File: src/rtl/adc_input_common_pkg.sv
// Shared address map, status bit positions and AXI response codes for adc_input.
package adc_input_common;

    localparam int unsigned AXI_DATA_W = 32;
    localparam int unsigned AXI_ADDR_W = 32;
    localparam int unsigned MAP_ADDR_W = 8;

    localparam logic [MAP_ADDR_W-1:0] AXI_ADDR_CR    = 8'h00;
    localparam logic [MAP_ADDR_W-1:0] AXI_ADDR_DSIZE = 8'h04;
    localparam logic [MAP_ADDR_W-1:0] AXI_ADDR_SR    = 8'h08;
    localparam logic [MAP_ADDR_W-1:0] AXI_ADDR_WCNT  = 8'h0C;
    localparam logic [MAP_ADDR_W-1:0] AXI_ADDR_VER   = 8'h10;

    localparam int unsigned SR_BUSY = 0;
    localparam int unsigned SR_DONE = 1;
    localparam int unsigned SR_OVF  = 2;

    localparam logic [1:0] RESP_OKAY   = 2'b00;
    localparam logic [1:0] RESP_SLVERR = 2'b10;

    typedef enum logic [1:0] {
        S_IDLE = 2'd0,
        S_ADDR = 2'd1,
        S_DATA = 2'd2
    } rd_state_e;

endpackage

File: src/rtl/adc_input_read_if.sv
// AXI4-Lite read address/data channel bundle for the adc_input register block.
interface adc_input_read_if;
    import adc_input_common::*;

    logic [AXI_ADDR_W-1:0] ARADDR;
    logic                  ARVALID;
    logic                  ARREADY;
    logic [AXI_DATA_W-1:0] RDATA;
    logic [1:0]            RRESP;
    logic                  RVALID;
    logic                  RREADY;

    modport master (
        output ARADDR, ARVALID, RREADY,
        input  ARREADY, RDATA, RRESP, RVALID
    );

    modport slave (
        input  ARADDR, ARVALID, RREADY,
        output ARREADY, RDATA, RRESP, RVALID
    );

endinterface

File: src/rtl/adc_input_sticky.sv
// Single sticky flag: set wins over a coincident clear, synchronous active-low reset.
module adc_input_sticky (
    input  logic clk,
    input  logic rst_n,
    input  logic set_i,
    input  logic clr_i,
    output logic q_o
);

    logic q_q;
    logic q_d;

    always_comb begin
        q_d = q_q;
        if (set_i) begin
            q_d = 1'b1;
        end else if (clr_i) begin
            q_d = 1'b0;
        end
    end

    always_ff @(posedge clk) begin
        if (!rst_n) begin
            q_q <= 1'b0;
        end else begin
            q_q <= q_d;
        end
    end

    assign q_o = q_q;

endmodule

File: src/rtl/adc_input_read.sv
// AXI4-Lite read slave for adc_input: register readback plus sticky done/overflow flags.
// Define ADC_INPUT_READ_SLVERR_EN to answer unmapped offsets with SLVERR instead of OKAY.
module adc_input_read
    import adc_input_common::*;
#(
    parameter int unsigned DEC_W   = 8,
    parameter logic [31:0] VERSION = 32'h0001_0000
) (
    input  logic                  ACLK,
    input  logic                  ARESETN,
    adc_input_read_if.slave       axi,
    input  logic [AXI_DATA_W-1:0] dsize,
    input  logic                  cr_test,
    input  logic                  busy,
    input  logic                  done_pulse,
    input  logic                  ovf_pulse,
    input  logic [AXI_DATA_W-1:0] wcnt
);

    rd_state_e             state_q;
    logic [DEC_W-1:0]      addr_q;
    logic                  arready_q;
    logic                  rvalid_q;
    logic [1:0]            rresp_q;
    logic [AXI_DATA_W-1:0] rdata_q;
    logic [1:0]            rresp_d;
    logic [AXI_DATA_W-1:0] rdata_d;
    logic                  sr_done;
    logic                  sr_ovf;
    logic                  sr_clr_c;

    // Reading SR acknowledges both flags on the data handshake.
    assign sr_clr_c = (state_q == S_DATA) && axi.RREADY && (addr_q == DEC_W'(AXI_ADDR_SR));

    adc_input_sticky u_sticky_done (
        .clk   (ACLK),
        .rst_n (ARESETN),
        .set_i (done_pulse),
        .clr_i (sr_clr_c),
        .q_o   (sr_done)
    );

    adc_input_sticky u_sticky_ovf (
        .clk   (ACLK),
        .rst_n (ARESETN),
        .set_i (ovf_pulse),
        .clr_i (sr_clr_c),
        .q_o   (sr_ovf)
    );

    // Register decode of the latched offset; the result is captured once in S_ADDR.
    always_comb begin
        rdata_d = '0;
        rresp_d = RESP_OKAY;
        case (addr_q)
            DEC_W'(AXI_ADDR_CR):    rdata_d = {30'b0, cr_test, 1'b0};
            DEC_W'(AXI_ADDR_DSIZE): rdata_d = dsize;
            DEC_W'(AXI_ADDR_SR): begin
                rdata_d[SR_BUSY] = busy;
                rdata_d[SR_DONE] = sr_done;
                rdata_d[SR_OVF]  = sr_ovf;
            end
            DEC_W'(AXI_ADDR_WCNT):  rdata_d = wcnt;
            DEC_W'(AXI_ADDR_VER):   rdata_d = VERSION;
            default: begin
`ifdef ADC_INPUT_READ_SLVERR_EN
                rresp_d = RESP_SLVERR;
`else
                rresp_d = RESP_OKAY;
`endif
            end
        endcase
    end

    always_ff @(posedge ACLK) begin
        if (!ARESETN) begin
            state_q   <= S_IDLE;
            addr_q    <= '0;
            arready_q <= 1'b0;
            rvalid_q  <= 1'b0;
            rresp_q   <= RESP_OKAY;
            rdata_q   <= '0;
        end else begin
            case (state_q)
                S_IDLE: begin
                    if (axi.ARVALID) begin
                        addr_q    <= axi.ARADDR[DEC_W-1:0];
                        arready_q <= 1'b1;
                        state_q   <= S_ADDR;
                    end
                end
                S_ADDR: begin
                    arready_q <= 1'b0;
                    rvalid_q  <= 1'b1;
                    rdata_q   <= rdata_d;
                    rresp_q   <= rresp_d;
                    state_q   <= S_DATA;
                end
                S_DATA: begin
                    if (axi.RREADY) begin
                        rvalid_q <= 1'b0;
                        state_q  <= S_IDLE;
                    end
                end
                default: begin
                    arready_q <= 1'b0;
                    rvalid_q  <= 1'b0;
                    state_q   <= S_IDLE;
                end
            endcase
        end
    end

    assign axi.ARREADY = arready_q;
    assign axi.RVALID  = rvalid_q;
    assign axi.RDATA   = rdata_q;
    assign axi.RRESP   = rresp_q;

endmodule
File: src/flat_wrapper.sv
// flat-port wrapper written by rule: the top's interface ports become plain ports
module adc_input_read_flat import adc_input_common::*;
#(
    parameter int unsigned DEC_W   = 8,
    parameter logic [31:0] VERSION = 32'h0001_0000
)
  (ACLK, ARESETN, dsize, cr_test, busy, done_pulse, ovf_pulse, wcnt, axi_ARADDR, axi_ARVALID, axi_RREADY, axi_ARREADY, axi_RDATA, axi_RRESP, axi_RVALID);
  adc_input_read_if axi_i ();
  input  logic ACLK;
  input  logic ARESETN;
  input  logic [AXI_DATA_W-1:0] dsize;
  input  logic cr_test;
  input  logic busy;
  input  logic done_pulse;
  input  logic ovf_pulse;
  input  logic [AXI_DATA_W-1:0] wcnt;
  input wire logic [$bits(axi_i.ARADDR)-1:0] axi_ARADDR;
  input wire logic [$bits(axi_i.ARVALID)-1:0] axi_ARVALID;
  input wire logic [$bits(axi_i.RREADY)-1:0] axi_RREADY;
  output wire logic [$bits(axi_i.ARREADY)-1:0] axi_ARREADY;
  output wire logic [$bits(axi_i.RDATA)-1:0] axi_RDATA;
  output wire logic [$bits(axi_i.RRESP)-1:0] axi_RRESP;
  output wire logic [$bits(axi_i.RVALID)-1:0] axi_RVALID;
  assign axi_i.ARADDR = axi_ARADDR;
  assign axi_i.ARVALID = axi_ARVALID;
  assign axi_i.RREADY = axi_RREADY;
  assign axi_ARREADY = axi_i.ARREADY;
  assign axi_RDATA = axi_i.RDATA;
  assign axi_RRESP = axi_i.RRESP;
  assign axi_RVALID = axi_i.RVALID;
  adc_input_read #(.DEC_W(DEC_W), .VERSION(VERSION)) u_core (.ACLK(ACLK), .ARESETN(ARESETN), .axi(axi_i), .dsize(dsize), .cr_test(cr_test), .busy(busy), .done_pulse(done_pulse), .ovf_pulse(ovf_pulse), .wcnt(wcnt));
endmodule
File: config.mk
export PLATFORM = sky130hd
export DESIGN_NAME = adc_input_read_flat
export DESIGN_NICKNAME = d
export VERILOG_FILES = /design/src/rtl/adc_input_common_pkg.sv /design/src/rtl/adc_input_read_if.sv /design/src/rtl/adc_input_sticky.sv /design/src/rtl/adc_input_read.sv /design/src/flat_wrapper.sv
export SDC_FILE = /design/constraint.sdc
export NUM_CORES = 1
export LEC_CHECK = 0
export ABC_AREA = 1
export CORE_MARGIN = 2
export CORE_UTILIZATION = 35
export DETAILED_ROUTE_END_ITERATION = 10
export GPL_ROUTABILITY_DRIVEN = 0
export PLACE_DENSITY = 0.85
export SKIP_LAST_GASP = 1
export SYNTH_ARGS = -nofsm -noshare
export SYNTH_HDL_FRONTEND = slang
export SYNTH_SLANG_ARGS = --single-unit
export TNS_END_PERCENT = 1
File: constraint.sdc
create_clock -name ACLK -period 1.4 [get_ports ACLK]
set_clock_uncertainty 0.2 [all_clocks]
set_input_delay 0.35 -clock ACLK [delete_from_list [all_inputs] [get_ports ACLK]]
set_output_delay 0.35 -clock ACLK [all_outputs]
set_load 0.01 [all_outputs]
==> qor.csv, run 1 <==
stage,metric,value,unit
routing,first_pass_iters,4,
floorplanning,initial_core_util,36.11,%
critical_path,crit_end,u_core.axi.RDATA[0]$_SDFFE_PN0P_,
timing,tns,-3.321,ns
timing,fmax,678.2,MHz
power_and_ir_drop,power.density,775.6,nW/µm²
cts,htree_levels,2,
layout,diodes,0,
placement,hpwl,5.249,mm
run,maxCapViolations,0,
critical_path,timing.rr.end,u_core.axi.RDATA[0]$_SDFFE_PN0P_,
cts,cts_root_buf,clkbuf_8,
worst_hold_path,hp-class,register to register,
placement,pre_cts_ws,-0.2455,ns
critical_path,cp-startpoint,u_core.addr_q[3]$_SDFFE_PN0P_,
logic_synthesis,netlist_instances,330,
layout,syn2layout_area_growth,55.99,%
timing,finalHoldViolations,0,
cts,numCtsBuffers,5,
timing,fin_crit_sh,105.3,%
floorplanning,core_area,6794,µm²
critical_path,cp-end-kind,register,
grt,grt.overflow.total,0,
routing,drcViolationCount,0,
timing,fin_hold_ws,0.2358,ns
floorplanning,row_count,30,
cts,ctsHoldBuffers,0,
logic_synthesis,synthDominantCellAreaShare,37.53,%
cts,clockBufferDepth,2,
logic_synthesis,yosysSeqAreaShare,37.53,%
routing,drtAntennaViolNets,0,
routing,avgViaCountPerCell,4.805,
logic_synthesis,netlist_top_cells_area,"dfxtp_1 38%, nand2_1 16%, nand3_1 9.8%",
grt,grt_usage,18.14,%
critical_path,worstReg2RegStart,u_core.addr_q[3]$_SDFFE_PN0P_,
cts,cts_post_setup_buffers_inserted,0,
critical_path,cp.required,1.44,ns
placement,place_inst,535,
placement,io_buffers,113,
cts,ctsResizeCount,42,
logic_synthesis,syn_avg_cell_area,7.435,µm²
floorplanning,dieArea,7696,µm²
critical_path,crit_arrival,1.51,ns
grt,grt_max_degree,35,
grt,grt_pass1_wl,11.04,mm
floorplanning,die_x,87.73,µm
cts,clk_pin_slew,0.08,ns
layout,nets,550,
timing,setup_viol,68,
routing,vias,2609,
layout,drive_above_1_share,17.45,%
grt,grt_pass1_vias,2424,
logic_synthesis,yosysWarnings,0,
critical_path,crit_path_start_kind,register,
critical_path,r2r_cells,8,
logic_synthesis,synth_area,2454,µm²
floorplanning,die_y,87.73,µm
layout,stdcell_count,543,
routing,wl,6.986,mm
routing,drtIter0Drc,91,
timing,setup_slack,-0.07441,ns
status,failed_checks,negative setup slack,
grt,antenna_found_initial,0,
power_and_ir_drop,total_leakage_power,1.574,nW
routing,routedWlPerCell,12.87,µm
timing,finalMaxSlewViolations,0,
timing,grt_setup_unrepaired,true,
logic_synthesis,ys_types,23,
power_and_ir_drop,design_power_total,2.968,mW
status,status,"complete, but fails checks",
logic_synthesis,synth-seq-cells,46,
critical_path,setup.worst_path.class,register to register,
critical_path,cp_max_fo,32,
cts,clk_latency,0.29,ns
floorplanning,io_pins,140,
cts,cts_tree,done,
logic_synthesis,synth.largest_area_cell,dfxtp_1,
power_and_ir_drop,vdd_ir_drop_max,0.0003961,V
critical_path,r2r_setup_slack,-0.07,ns
cts,clock_sinks,46,
timing,period_minus_slack,1.474,ns
Yosys cell counts:
cell and n:
inv_2 5, buf_1 2, buf_4 5, nor2_1 9, buf_6 6, buf_2 7
a21oi_2 19, nand2_2 2, dfxtp_1 46, and3_1 1, nor2_4 3, o21ai_0 9
buf_12 1, nand4_1 2, buf_8 1, a21oi_1 26, o21ai_1 1, inv_1 8
conb_1 1, nand3_1 48, nand2_1 103, clkbuf_1 4, nand3_2 21
cell usage in the layout, fill, tap and decap left out:
cell type,instances
and3_1,1
o21ai_0,9
a21oi_1,26
clkdlybuf4s15_1,8
buf_4,13
nor2_1,9
nand3_2,21
o21ai_1,1
buf_12,8
nand3_1,48
dlygate4sd2_1,26
clkinv_2,1
clkbuf_8,6
nand2_1,103
conb_1,2
inv_2,5
inv_1,8
clkdlybuf4s50_1,79
nand4_1,2
dfxtp_1,46
clkbuf_1,1
nand2_2,2
nor2_4,3
a21oi_2,19
worst min-delay path by stage:
stage,startpoint,endpoint,slack [ns],cells after the start
after CTS,u_core.state_q[1]$_SDFFE_PN0P_,u_core.axi.RVALID$_SDFFE_PN0P_,0.23,1
after detailed placement,u_core.state_q[1]$_SDFFE_PN0P_,u_core.axi.RVALID$_SDFFE_PN0P_,0.22,1
after global placement,u_core.state_q[1]$_SDFFE_PN0P_,u_core.axi.RVALID$_SDFFE_PN0P_,0.22,1
after floorplan,u_core.state_q[1]$_SDFFE_PN0P_,u_core.axi.RVALID$_SDFFE_PN0P_,0.21,1
final,u_core.state_q[1]$_SDFFE_PN0P_,u_core.axi.RVALID$_SDFFE_PN0P_,0.24,1
after global routing,u_core.state_q[1]$_SDFFE_PN0P_,u_core.axi.RVALID$_SDFFE_PN0P_,0.25,1
metrics by stage:
step                instance area, µm²  utilization (%)
finish                            3827            56.34
CTS                               3827            56.34
detailed placement                3769            55.47
floorplan                         2457                -
global route                      3827            56.34
global placement                  3769            55.47
critical path, stage by stage (launching register included):
cell and delay (ns):
dfxtp_1 0.33, inv_1 0.07, nand2_1 0.08, nor2_4 0.13, buf_12 0.23, nand3_2 0.11, nand3_1 0.07, nand2_1 0.06
a21oi_2 0.12
registers in the layout, summed over array words and instances (netlist names):
name and count:
u_core.axi.RVALID 1, u_core.axi.RDATA 32, u_core.addr_q 8, u_core.axi.ARREADY 1, u_core.u_sticky_done.q_o 1, u_core.u_sticky_ovf.q_o 1
u_core.state_q 2
cell families after synthesis:
kind of cell | after synthesis | synth area share [%]
DFF | 46 | 37.53
and+or+nand+nor | 189 | 38.14
other | 1 | 0.1528
buffers and inverters | 39 | 10.05
AOI/OAI and AO/OA | 55 | 14.12
routing by layer:
| layer | part of all wire (%) | global-route usage, % | wire length, µm | up-vias |
|---|---|---|---|---|
| met5 | 0 | 0 | 0 | - |
| met4 | 1.6 | 5.734 | 111 | 0 |
| met3 | 6.5 | 4.524 | 451 | 10 |
| met2 | 49 | 31.47 | 3430 | 85 |
| met1 | 43 | 22.01 | 2993 | 1200 |
| li1 | - | - | - | 1314 |
cell type report:
class / count / area, µm²
Fill cell: 624 / 2967
Clock buffer: 7 / 86.33
Clock inverter: 1 / 5.005
Tap cell: 96 / 120.1
Timing Repair Buffer: 134 / 1356
Multi-Input combinational cell: 246 / 1290
Inverter: 13 / 48.80
Sequential cell: 46 / 920.9
where the power goes:
| part | switching [mW] | internal, mW | leakage (nW) | total (mW) |
|---|---|---|---|---|
| clock network | 0.434 | 0.399 | 0.0482 | 0.833 |
| logic | 0.375 | 0.389 | 1.15 | 0.763 |
| registers | 0.0238 | 1.35 | 0.374 | 1.37 |
| total | 0.833 | 2.14 | 1.57 | 2.97 |
Power figures use the tool's default switching activity.
==> inputs of run 2 (changes only) <==
Settings changed: SLEW_MARGIN set to 30.
==> results of run 2 <==
The final DEF is identical to that of run 1; final timing and power are the same.
